`src/rtl/exp_avg_pkg.sv`:
```
// rtl/exp_avg_pkg.sv - shared types, defaults and the floor/round shift for exp_avg_filter.
// Macro EXP_AVG_ROUND_EN switches every right shift to round-half-up.
package exp_avg_pkg;

  typedef logic signed [15:0] sample_t;

  localparam int unsigned Q_FRAC              = 15;
  localparam int          DEFAULT_ALPHA       = 4096;
  localparam int unsigned DEFAULT_ALPHA_SHIFT = 3;

`ifdef EXP_AVG_ROUND_EN
  localparam bit ROUND_EN = 1'b1;
`else
  localparam bit ROUND_EN = 1'b0;
`endif

  // Arithmetic right shift: floor, or round-half-up when ROUND_EN is set.
  function automatic logic signed [63:0] q_shift(input logic signed [63:0] v,
                                                 input int unsigned      sh);
    logic signed [63:0] r;
    r = v;
    if (ROUND_EN && sh != 0) r = v + (64'sd1 <<< (sh - 1));
    return r >>> sh;
  endfunction

endpackage

```
`src/rtl/exp_avg_q15_mul.sv`:
```
// rtl/exp_avg_q15_mul.sv - signed multiply by a non-negative coefficient, then scale by 2^-SHIFT.
// Scaling uses q_shift, so EXP_AVG_ROUND_EN also affects this helper.
module exp_avg_q15_mul
  import exp_avg_pkg::*;
#(
  parameter int          A_W   = 16,
  parameter int          C_W   = 17,
  parameter int unsigned SHIFT = Q_FRAC
) (
  input  logic signed [A_W-1:0]     a,
  input  logic signed [C_W-1:0]     coef,
  output logic signed [A_W+C_W-1:0] p
);

  localparam int P_W = A_W + C_W;

  logic signed [P_W-1:0] prod;

  assign prod = P_W'(a) * P_W'(coef);
  assign p    = P_W'(q_shift(64'(prod), SHIFT));

endmodule

```
`src/rtl/exp_avg_filter.sv`:
```
// rtl/exp_avg_filter.sv - first-order EMA low-pass filter in three parallel forms.
// Macro EXP_AVG_ROUND_EN selects round-half-up instead of floor for every shift.
module exp_avg_filter
  import exp_avg_pkg::*;
#(
  parameter int          DATA_W      = Q_FRAC + 1,
  parameter int          ALPHA       = DEFAULT_ALPHA,
  parameter int unsigned ALPHA_SHIFT = DEFAULT_ALPHA_SHIFT
) (
  input  logic                     clk,
  input  logic                     reset,
  input  logic signed [DATA_W-1:0] d,
  output logic signed [DATA_W-1:0] q,
  output logic signed [DATA_W-1:0] q_simplified,
  output logic signed [DATA_W-1:0] q_mul_simplified
);

  localparam int unsigned F   = DATA_W - 1;
  localparam int          C_W = DATA_W + 1;
  localparam int          P_W = 2 * DATA_W + 1;
  localparam int          S_W = P_W + 1;

  localparam logic signed [C_W-1:0] ALPHA_C = C_W'(ALPHA);
  localparam logic signed [C_W-1:0] BETA_C  = C_W'((1 << F) - ALPHA);

  logic signed [P_W-1:0]    p_d;
  logic signed [P_W-1:0]    p_y;
  logic signed [S_W-1:0]    sum_q;
  logic signed [DATA_W:0]   diff_m;
  logic signed [DATA_W:0]   diff_s;
  logic signed [S_W-1:0]    p_m;
  logic signed [DATA_W-1:0] q_next;
  logic signed [DATA_W-1:0] qm_next;
  logic signed [DATA_W-1:0] qs_next;

  // Two-multiplier form: products stay unscaled so the sum is shifted only once.
  exp_avg_q15_mul #(.A_W(DATA_W), .C_W(C_W), .SHIFT(0)) u_mul_d (
    .a    (d),
    .coef (ALPHA_C),
    .p    (p_d)
  );

  exp_avg_q15_mul #(.A_W(DATA_W), .C_W(C_W), .SHIFT(0)) u_mul_y (
    .a    (q),
    .coef (BETA_C),
    .p    (p_y)
  );

  assign sum_q  = S_W'(p_d) + S_W'(p_y);
  assign q_next = DATA_W'(q_shift(64'(sum_q), F));

  // Single-multiplier form scales a*(d-y) inside the helper.
  assign diff_m = C_W'(d) - C_W'(q_mul_simplified);

  exp_avg_q15_mul #(.A_W(C_W), .C_W(C_W), .SHIFT(F)) u_mul_m (
    .a    (diff_m),
    .coef (ALPHA_C),
    .p    (p_m)
  );

  assign qm_next = q_mul_simplified + DATA_W'(p_m);

  assign diff_s  = C_W'(d) - C_W'(q_simplified);
  assign qs_next = q_simplified + DATA_W'(q_shift(64'(diff_s), ALPHA_SHIFT));

  // The result always lies between y and d, so truncation back to DATA_W cannot wrap.
  always_ff @(posedge clk) begin
    if (reset) begin
      q                <= '0;
      q_simplified     <= '0;
      q_mul_simplified <= '0;
    end else begin
      q                <= q_next;
      q_simplified     <= qs_next;
      q_mul_simplified <= qm_next;
    end
  end

endmodule

```
`config.mk`:
```
export PLATFORM = sky130hd
export DESIGN_NAME = exp_avg_filter
export DESIGN_NICKNAME = d
export VERILOG_FILES = /design/src/rtl/exp_avg_pkg.sv /design/src/rtl/exp_avg_q15_mul.sv /design/src/rtl/exp_avg_filter.sv
export SDC_FILE = /design/constraint.sdc
export NUM_CORES = 1
export LEC_CHECK = 0
export CAP_MARGIN = 20
export CORE_MARGIN = 4
export CORE_UTILIZATION = 55
export CTS_CLUSTER_DIAMETER = 40
export DETAILED_ROUTE_END_ITERATION = 6
export PLACE_DENSITY = 0.78
export SETUP_SLACK_MARGIN = 0.5
export SYNTH_ARGS = -nofsm -noshare
export SYNTH_HDL_FRONTEND = slang
export SYNTH_SLANG_ARGS = --single-unit
```
`constraint.sdc`:
```
create_clock -name clk -period 6.3 [get_ports clk]
set_clock_uncertainty 0.2 [all_clocks]
set_input_delay 0.945 -clock clk [delete_from_list [all_inputs] [get_ports clk]]
set_output_delay 0.945 -clock clk [all_outputs]
set_load 0.01 [all_outputs]
```
# Word level (Yosys, flattened, before mapping)
# Cells that the tools add are included.
[word_totals]
reg_bits = 48
input_bits = 18
out_inout_bits = 48
word_cells = 9
[op_classes]
add_sub_neg = 5
mul = 1
[op_table]
columns = ["operator", "count"]
rows = [
  ["$sub 16x16->17", 2],
  ["$add 16x14->16", 2],
  ["$add 28x31->31", 1],
  ["$mul 16x4->19 const B", 1],
]

# Longest topological paths before layout
# Gate-level depths: netlist (run 1).
[logic_depth]
word_depth = 2
ltp_mapped = 19
depth_no_buf = 19

# Modules after synthesis
# From an unflattened synthesis (run 1), not the netlist that was laid out.
[hier_totals]
hier_cells = 4133
hier_area_um2 = 36611.4
[modules_own_cells]
columns = ["mod", "n_inst", "cells_per_inst", "area_each_um2", "seq_area_each_um2"]
rows = [
  ["exp_avg_q15_mul at u_mul_m", 1, 1119, 10513.8, 0.0],
  ["exp_avg_q15_mul at u_mul_d", 1, 1183, 10451.3, 0.0],
  ["exp_avg_q15_mul at u_mul_y", 1, 1141, 10309.9, 0.0],
  ["exp_avg_filter", 1, 690, 5336.4, 960.9],
]

# Worst setup path after synthesis (run 1)
# Ideal clock, no wire load.
[synth_timing]
kind = "register to register"
start = "reg q[2]"
end = "reg q[14]"
setup_ps = 95
arrival_time_ps = 4191
required_ps = 6005
slack_ps = 1814
stages_incl_launch_ff = 18
path_buffers = 0
period_less_slack_ps = 4486
cell_sequence = "dfxtp_1 > ha_1 > xor2_1 > ha_1 > fa_1 > a21oi_1 > o22ai_1 > o41ai_1 > o21bai_1 > a21oi_1 > xnor2_1 > ha_1 > or3_1 > a211oi_2 > o41ai_1 > a2111oi_0 > a31oi_1 > o311ai_1"
[synth_via]
elab_chain_len = 2
[synth_lines]
columns = ["item", "line", "source"]
rows = [
  ["start: declaration", "exp_avg_filter.sv:13", "output logic signed [DATA_W-1:0] q,"],
  ["start signal: assignment", "exp_avg_filter.sv:73", "q <= q_next;"],
  ["$mul 16x4->19", "exp_avg_q15_mul.sv:19", "assign prod = P_W'(a) * P_W'(coef);"],
  ["$add 28x31->31", "exp_avg_filter.sv:49", "assign sum_q = S_W'(p_d) + S_W'(p_y);"],
]
# No other way between the ends.
# A chain may end at the register's enable or synchronous reset.

# Worst setup path after layout (run 1)
[layout_timing]
start = "reg q[1]"
end = "reg q[14]"
# Same word-level chain as after synthesis.

==> results of run 1 <==
==> state kept, by name (all words and copies together), names as in the netlist <==
name / flops
q: 16
q_mul_simplified: 16
q_simplified: 16
==> final cells by class <==
class	instances	area (µm²)
Tap cell	136	170
Fill cell	908	3570
Clock buffer	7	96.3
Inverter	104	390
Multi-Input combinational cell	572	4530
Timing Repair Buffer	66	653
Sequential cell	48	961
==> cells in the mapped netlist, types with 7 or more instances <==
master    instances  share of area
inv_1           103          0.065
o21ai_0          11         0.0093
nand2b_1          7         0.0074
or3_1            17          0.018
and3_1           13          0.014
xnor2_1          51          0.076
a21o_1           21          0.027
a211o_1           7          0.010
nor3_1           24          0.020
nand2_1          22          0.014
fa_1             15          0.051
o21a_1            7         0.0089
nor2_1           80          0.051
ha_1            112           0.24
xor2_1           24          0.036
nand4_1           9         0.0095
nor2b_1          15          0.016
nand3_1          14          0.012
a21oi_1          45          0.038
dfxtp_1          48           0.16
a211oi_1          9          0.011
==> metal layers <==
metal / share of wire / track usage
met5: 0 / 0
met3: 0.033 / 0.0272
met2: 0.50 / 0.406
met4: 0.030 / 0.0819
met1: 0.43 / 0.259
==> worst max path at each step <==
stage | to | slack (ps) | cells past startpoint
floorplan | q[14] | 1810 | 17
global placement | q_mul_simplified[15] | 1120 | 15
detailed placement | q_mul_simplified[15] | 950 | 15
CTS | q[14] | 1190 | 17
global route | q[14] | 830 | 17
finish | q[14] | 1130 | 17
==> metrics by stage <==
stage / std cells / cell area [µm²]
after global routing: 933 / 6800
after floorplan: 730 / 5910
after global placement: 926 / 6710
after detailed placement: 926 / 6710
final: 933 / 6800
after CTS: 933 / 6800
==> worst max-delay path, stage by stage, from the launching register on <==
cell	delay (ps)
dfxtp_1	360
ha_1	330
xor2_1	150
ha_1	320
fa_1	470
a21oi_1	230
o22ai_1	120
o41ai_1	680
o21bai_1	110
a21oi_1	200
xnor2_1	110
ha_1	230
or3_1	390
a211oi_2	280
o41ai_1	200
a2111oi_0	480
a31oi_1	110
o311ai_1	120
==> logic make-up after synthesis <==
kind of cell,count (synthesis),share of synthesized area
compound gates,155,0.188
xor+xnor,75,0.111
fa+ha+maj,127,0.288
buf+inv,110,0.0699
flops,48,0.163
mux,3,0.00508
simple gates,212,0.175
==> flow_summary.toml, run 1 <==
[timing]
slew_headroom = 0.453
worst_slack_ps = 1130
finalCritPeriodShare = 0.820
worstMarginPinSlew_ps = 809
fmax_mhz = 194
setup_tns_ps = 0
rsz0062_at_grt = "no"
finalHoldViolCount = 0
final_max_slew_viol_count = 0
whs_ps = 456
min_period_ps = 5170
finalSetupViolations = 0

[critical_path]
required_ps = 6320
setup.worst_path.start_class = "register"
end_kind = "register"
reg2reg_from = "q[1]"
r2r-end = "q[14]"
cp_max_fo = 4
criticalPathCategory = "register to register"
critPathArrivalTime_ps = 5190
reg2regPathDepth = 17
r2r_setup_slack_ps = 1130
critPathLaunch = "q[1]"

[clock_network]
clockBufferDepth = 2
hold_buffers = 0
cts.sinks = 48
cts_tree = "done"
path_clk_slew_ps = 90
clk_latency_ps = 310
cts-root-buf = "clkbuf_8"
cts_resized = 0
numCtsBuffers = 5
cts_setup_buffers = 0
ctsHtreeMaxLevel = 2

[layout]
nets = 942
mostFrequentLayoutCells = "ha_1, inv_1, nor2_1"
n_antenna_cell = 0
fin_util = 0.656
drive_gt1_frac = 0.0301
area_delta_synth_final_pct = 15.2
layout_commonest_cell = "ha_1"

[floorplanning]
dieArea_um2 = 12500
start_util = 0.570
die_h_um = 112
placementRows = 37
core_area_um2 = 10400
ios = 66
die_x_um = 112

[hold_path]
hp-class = "register to register"
hold_depth = 2
hold_path_end = "q_simplified[0]"
hp-start = "q_simplified[0]"

[detailed_routing]
ant_nets = 0
wirelength_mm = 13.6
vias_per_cell = 5.64
wl_per_cell_um = 14.5
vias = 5263
drcViolationCount = 0
dr.pass1.iters = 4
drt-initial-drc-count = 235

[place]
portBuffers = 65
pre_cts_ws_ps = 949
gp_congestion = 0.887
place_hpwl_mm = 11.3

[synth]
async_flop_share = 0
syn_area_um2 = 5910
yosys_warnings = 0
syn_inst = 730
synthFlopType = "dfxtp_1"
synth_cell_type_count = 56
ys_ff_latch = 48
syn_area_per_cell_um2 = 8.09
syn_nets = 875
seq_area_frac_synth = 0.163
synth_edf_count = 0

[grt]
grt_pass1_vias = 5405
grt_max_degree = 54
grt_antenna_before_repair = 0
grtUsageTotal = 0.220
gr-total-overflow = 0
grt_pass1_wl_mm = 23.4

[outcome]
outcome = "complete, no violations"

[job]
cap_violations = 0
Power of run 1 is not shown: default switching activity piles up to over one toggle a cycle in this logic, so the estimate is an artifact.
==> inputs of run 2 (changes only) <==
--- a/config.mk
+++ b/config.mk
@@ -7,10 +7,10 @@
 export LEC_CHECK = 0
 export CAP_MARGIN = 20
 export CORE_MARGIN = 4
-export CORE_UTILIZATION = 55
+export CORE_UTILIZATION = 53
 export CTS_CLUSTER_DIAMETER = 40
 export DETAILED_ROUTE_END_ITERATION = 6
-export PLACE_DENSITY = 0.78
+export PLACE_DENSITY = 0.79
 export SETUP_SLACK_MARGIN = 0.5
 export SYNTH_ARGS = -nofsm -noshare
 export SYNTH_HDL_FRONTEND = slang
==> constraint.sdc (replaced) <==
create_clock -name clk -period 4.55 [get_ports clk]
set_clock_uncertainty 0.2 [all_clocks]
set_input_delay 0.6825 -clock clk [delete_from_list [all_inputs] [get_ports clk]]
set_output_delay 0.6825 -clock clk [all_outputs]
set_load 0.01 [all_outputs]
==> flow_summary.toml, run 2 (same netlist as run 1, synthesis figures left out) <==
[place]
gp_congestion = 0.965
place_hpwl_mm = 12.2
portBuffers = 65

[hold_path]
hp-start = "q_simplified[0]"
hold_path_end = "q_simplified[0]"
hold_depth = 2
hp-class = "register to register"

[floorplanning]
ios = 66
die_h_um = 114
core_area_um2 = 10900
die_x_um = 114
placementRows = 38
dieArea_um2 = 12900
start_util = 0.543

[critical_path]
cp_max_fo = 4
reg2regPathDepth = 18
criticalPathCategory = "register to register"
end_kind = "register"
r2r_setup_slack_ps = 220
r2r-end = "q[14]"
required_ps = 4540
setup.worst_path.start_class = "register"
critPathArrivalTime_ps = 4320
reg2reg_from = "q[1]"

[layout]
fill_cells = 705
drive_gt1_frac = 0.242
n_antenna_cell = 0
layout_commonest_cell = "inv_1"
nets = 1035
reg_top3 = "q x16, q_mul_simplified x16, q_simplified x16"
area_delta_synth_final_pct = 38.3
mostFrequentLayoutCells = "inv_1, buf_4, ha_1"

[detailed_routing]
dr.pass1.iters = 5
ant_nets = 0
drt-initial-drc-count = 315
wl_per_cell_um = 16.6
drcViolationCount = 0
vias = 5916
vias_per_cell = 5.74
wirelength_mm = 17.1

[clock_network]
numCtsBuffers = 5
ctsHtreeMaxLevel = 2
clk_latency_ps = 320
path_clk_slew_ps = 90
cts.sinks = 48
cts_tree = "done"
cts-root-buf = "clkbuf_8"
clockBufferDepth = 2
hold_buffers = 0

[grt]
grtUsageTotal = 0.249
grt_max_degree = 38
grt_pass1_wl_mm = 26.8
grt_pass1_vias = 6064
grt_antenna_before_repair = 0
gr-total-overflow = 0

[outcome]
outcome = "complete, no violations"

[timing]
finalHoldViolCount = 0
finalSetupViolations = 0
setup_tns_ps = 0
rsz0062_at_grt = "yes"
final_max_slew_viol_count = 0
worstMarginPinSlew_ps = 600
fmax_mhz = 231
finalCritPeriodShare = 0.953
min_period_ps = 4330
slew_headroom = 0.589

[job]
cap_violations = 0
## run 2: worst max-delay path: stages (launching register included)
cell and delay [ps]:
dfxtp_4 380, ha_4 240, xor2_1 140, ha_1 330
fa_2 390, a21oi_4 160, o22ai_2 110, o41ai_2 330
buf_4 170, o21a_1 130, a21boi_1 70, nor2_1 130
xnor2_1 100, ha_1 390, nand2_2 100, o41ai_4 370
a2111oi_2 130, a31oi_1 190, o311ai_2 140
## run 2: repair_timing
item,in CTS,in global routing
pin swaps,41,47
gates cloned,0,0
resized for setup,49,61
endpoints found under the setup margin,21,21
setup buffers,21,14
## run 2: how the worst max path moves through the flow
stage | from | to | slack [ps] | depth (start not counted)
floorplan | q[2] | q[14] | 390 | 17
global placement | d[1] | q_simplified[15] | -180 | 16
detailed placement | d[1] | q_simplified[15] | -330 | 16
CTS | q[1] | q[14] | 320 | 18
global route | q[5] | q[14] | 50 | 19
finish | q[1] | q[14] | 220 | 18
## run 2: through the flow
step | instances | worst slack [ps] | util | hold WS, ps | instance area, µm²
6_report | 1031 | 215 | 0.750 | 483 | 8170
5_1_grt | 1031 | 46.8 | 0.750 | 536 | 8170
4_1_cts | 1017 | 318 | 0.714 | 460 | 7780
3_5_place_dp | 988 | -330 | 0.676 | 445 | 7360
3_3_place_gp | 988 | -176 | 0.676 | 412 | 7360
2_1_floorplan | 730 | 391 | - | 450 | 6120
## run 2: routing by layer
metal,global-route usage,share of wire,up-vias
met5,0,0,-
met4,0.0833,0.029,0
met1,0.283,0.41,2836
met2,0.471,0.52,173
met3,0.0371,0.043,46
li1,-,-,2861
## run 2: final cells by class
| class | instances | area, µm² | area share |
|---|---|---|---|
| Multi-Input combinational cell | 572 | 5210 | 0.637 |
| Sequential cell | 48 | 977 | 0.120 |
| Clock buffer | 7 | 76.3 | 0.00934 |
| Inverter | 104 | 390 | 0.0478 |
| Clock inverter | 1 | 3.75 | 0.000459 |
| Timing Repair Buffer | 159 | 1340 | 0.164 |
| Tap cell | 140 | 175 | 0.0214 |
Power of run 2 is left out for the same reason.
==> inputs of run 3 (changes only) <==
--- a/config.mk
+++ b/config.mk
@@ -5,13 +5,13 @@
 export SDC_FILE = /design/constraint.sdc
 export NUM_CORES = 1
 export LEC_CHECK = 0
-export CAP_MARGIN = 20
 export CORE_MARGIN = 4
-export CORE_UTILIZATION = 53
+export CORE_UTILIZATION = 55
 export CTS_CLUSTER_DIAMETER = 40
 export DETAILED_ROUTE_END_ITERATION = 6
-export PLACE_DENSITY = 0.79
+export PLACE_DENSITY = 0.74
 export SETUP_SLACK_MARGIN = 0.5
 export SYNTH_ARGS = -nofsm -noshare
 export SYNTH_HDL_FRONTEND = slang
+export SYNTH_HIERARCHICAL = 1
 export SYNTH_SLANG_ARGS = --single-unit
==> flow_summary.toml, run 3 <==
[detailed_routing]
wirelength_mm = 89.2
vias_per_cell = 5.07
wl_per_cell_um = 16.1
drcViolationCount = 0
ant_nets = 0
dr.pass1.iters = 7
vias = 28100
drt-initial-drc-count = 1491

[layout]
fin_util = 0.690
mostFrequentLayoutCells = "inv_1, fa_1, nand2_1"
nets = 5863
layout_commonest_cell = "inv_1"
reg_top3 = "q x16, q_mul_simplified x16, q_simplified x16"
area_delta_synth_final_pct = 24.1
n_antenna_cell = 0
drive_gt1_frac = 0.180
finalNonFillerCells = 5534

[hold_path]
hold_path_end = "q[3]"
hp-start = "reset"
hold_depth = 2
hp-class = "input port to register"

[outcome]
outcome = "finished with violations"
violations = "negative setup slack"

[floorplanning]
die_x_um = 261
ios = 66
placementRows = 92
die_h_um = 261
core_area_um2 = 63200
dieArea_um2 = 68000
start_util = 0.556

[critical_path]
setup.worst_path.start_class = "input port"
cp_max_fo = 3
cp_slowest_stage_delay_ps = 560
r2r_setup_slack_ps = -2470
cp_slowest_cell = "fa_1"
critPathArrivalTime_ps = 7140
reg2reg_from = "q[3]"
r2r-end = "q[13]"
end_kind = "register"
required_ps = 4530
path_common_cell = "fa_1"
reg2regPathDepth = 27
criticalPathCategory = "input port to register"

[timing]
min_period_ps = 7150
worstMarginPinSlew_ps = 839
finalCritPeriodShare = 1.57
slew_headroom = 0.438
finalHoldViolCount = 0
final_max_slew_viol_count = 0
fmax_mhz = 140
finalSetupViolations = 32
rsz0062_at_grt = "yes"
worst_slack_ps = -2600

[grt]
grt_pass1_vias = 31000
grtUsageTotal = 0.272
grt_antenna_before_repair = 0
grt_pass1_wl_mm = 151
gr-total-overflow = 0
grt_max_degree = 44

[clock_network]
clk_latency_ps = 330
cts-root-buf = "clkbuf_16"
clockBufferDepth = 2
ctsHtreeMaxLevel = 2
cts_tree = "done"
hold_buffers = 0
cts.sinks = 48
path_clk_slew_ps = 100
numCtsBuffers = 5

[synth]
syn_area_per_cell_um2 = 8.86
yosys_warnings = 6
syn_area_um2 = 35100
syn_inst = 3965

[place]
gp_congestion = 0.898
place_inst = 5443
place_hpwl_mm = 72.9
portBuffers = 65

[job]
cap_violations = 0
[run 3: routing by layer]
metal / share of wire / track usage
met1: 0.42 / 0.357
met2: 0.51 / 0.488
met3: 0.042 / 0.0266
met4: 0.030 / 0.0631
met5: 0 / 0
[run 3: worst max-delay path by stage]
| stage | start | endpoint | slack [ps] | cells past startpoint |
|---|---|---|---|---|
| 2_1_floorplan | d[15] | q[13] | -2340 | 26 |
| 3_3_place_gp | d[0] | q_mul_simplified[14] | -3380 | 26 |
| 3_5_place_dp | d[0] | q_mul_simplified[14] | -3440 | 26 |
| 4_1_cts | d[0] | q_mul_simplified[15] | -2650 | 29 |
| 5_1_grt | d[0] | q_mul_simplified[15] | -2830 | 31 |
| 6_report | d[0] | q_mul_simplified[15] | -2600 | 31 |
[run 3: area by class of cell]
cell class,instances,area (µm²)
clock buffer,6,139
clock inverter,1,8.76
fill,4720,19600
inverter,954,3610
multi-input combinational,3179,33600
sequential,48,985
tap,846,1060
timing repair buffer,499,4250
timing repair inverter,1,8.76
[run 3: per-stage QoR]
stage,hold slack (ps),setup slack (ps),instance area [µm²],TNS [ps]
3_3_place_gp,413,-3380,41100,-86520
6_report,487,-2600,43600,-64010
2_1_floorplan,450,-2340,37500,-50060
4_1_cts,453,-2650,42800,-60150
3_5_place_dp,427,-3440,41100,-88450
5_1_grt,515,-2830,43600,-69630
[run 3: critical path, delay by kind of cell]
kind,cells,cell delay (ps)
XOR/XNOR,3,440
buffers and inverters,6,490
adder cells (fa/ha/maj),10,3850
AND/OR/NAND/NOR,6,560
AO/OA/AOI/OAI,6,1110
[run 3: repair_timing]
item                                    CTS  global route
endpoints found under the setup margin   42            40
buffers inserted                         53            30
gates resized for setup                 303           126
gates cloned                              1             0
pin swaps                               214           105
Power of run 3 is left out for the same reason.
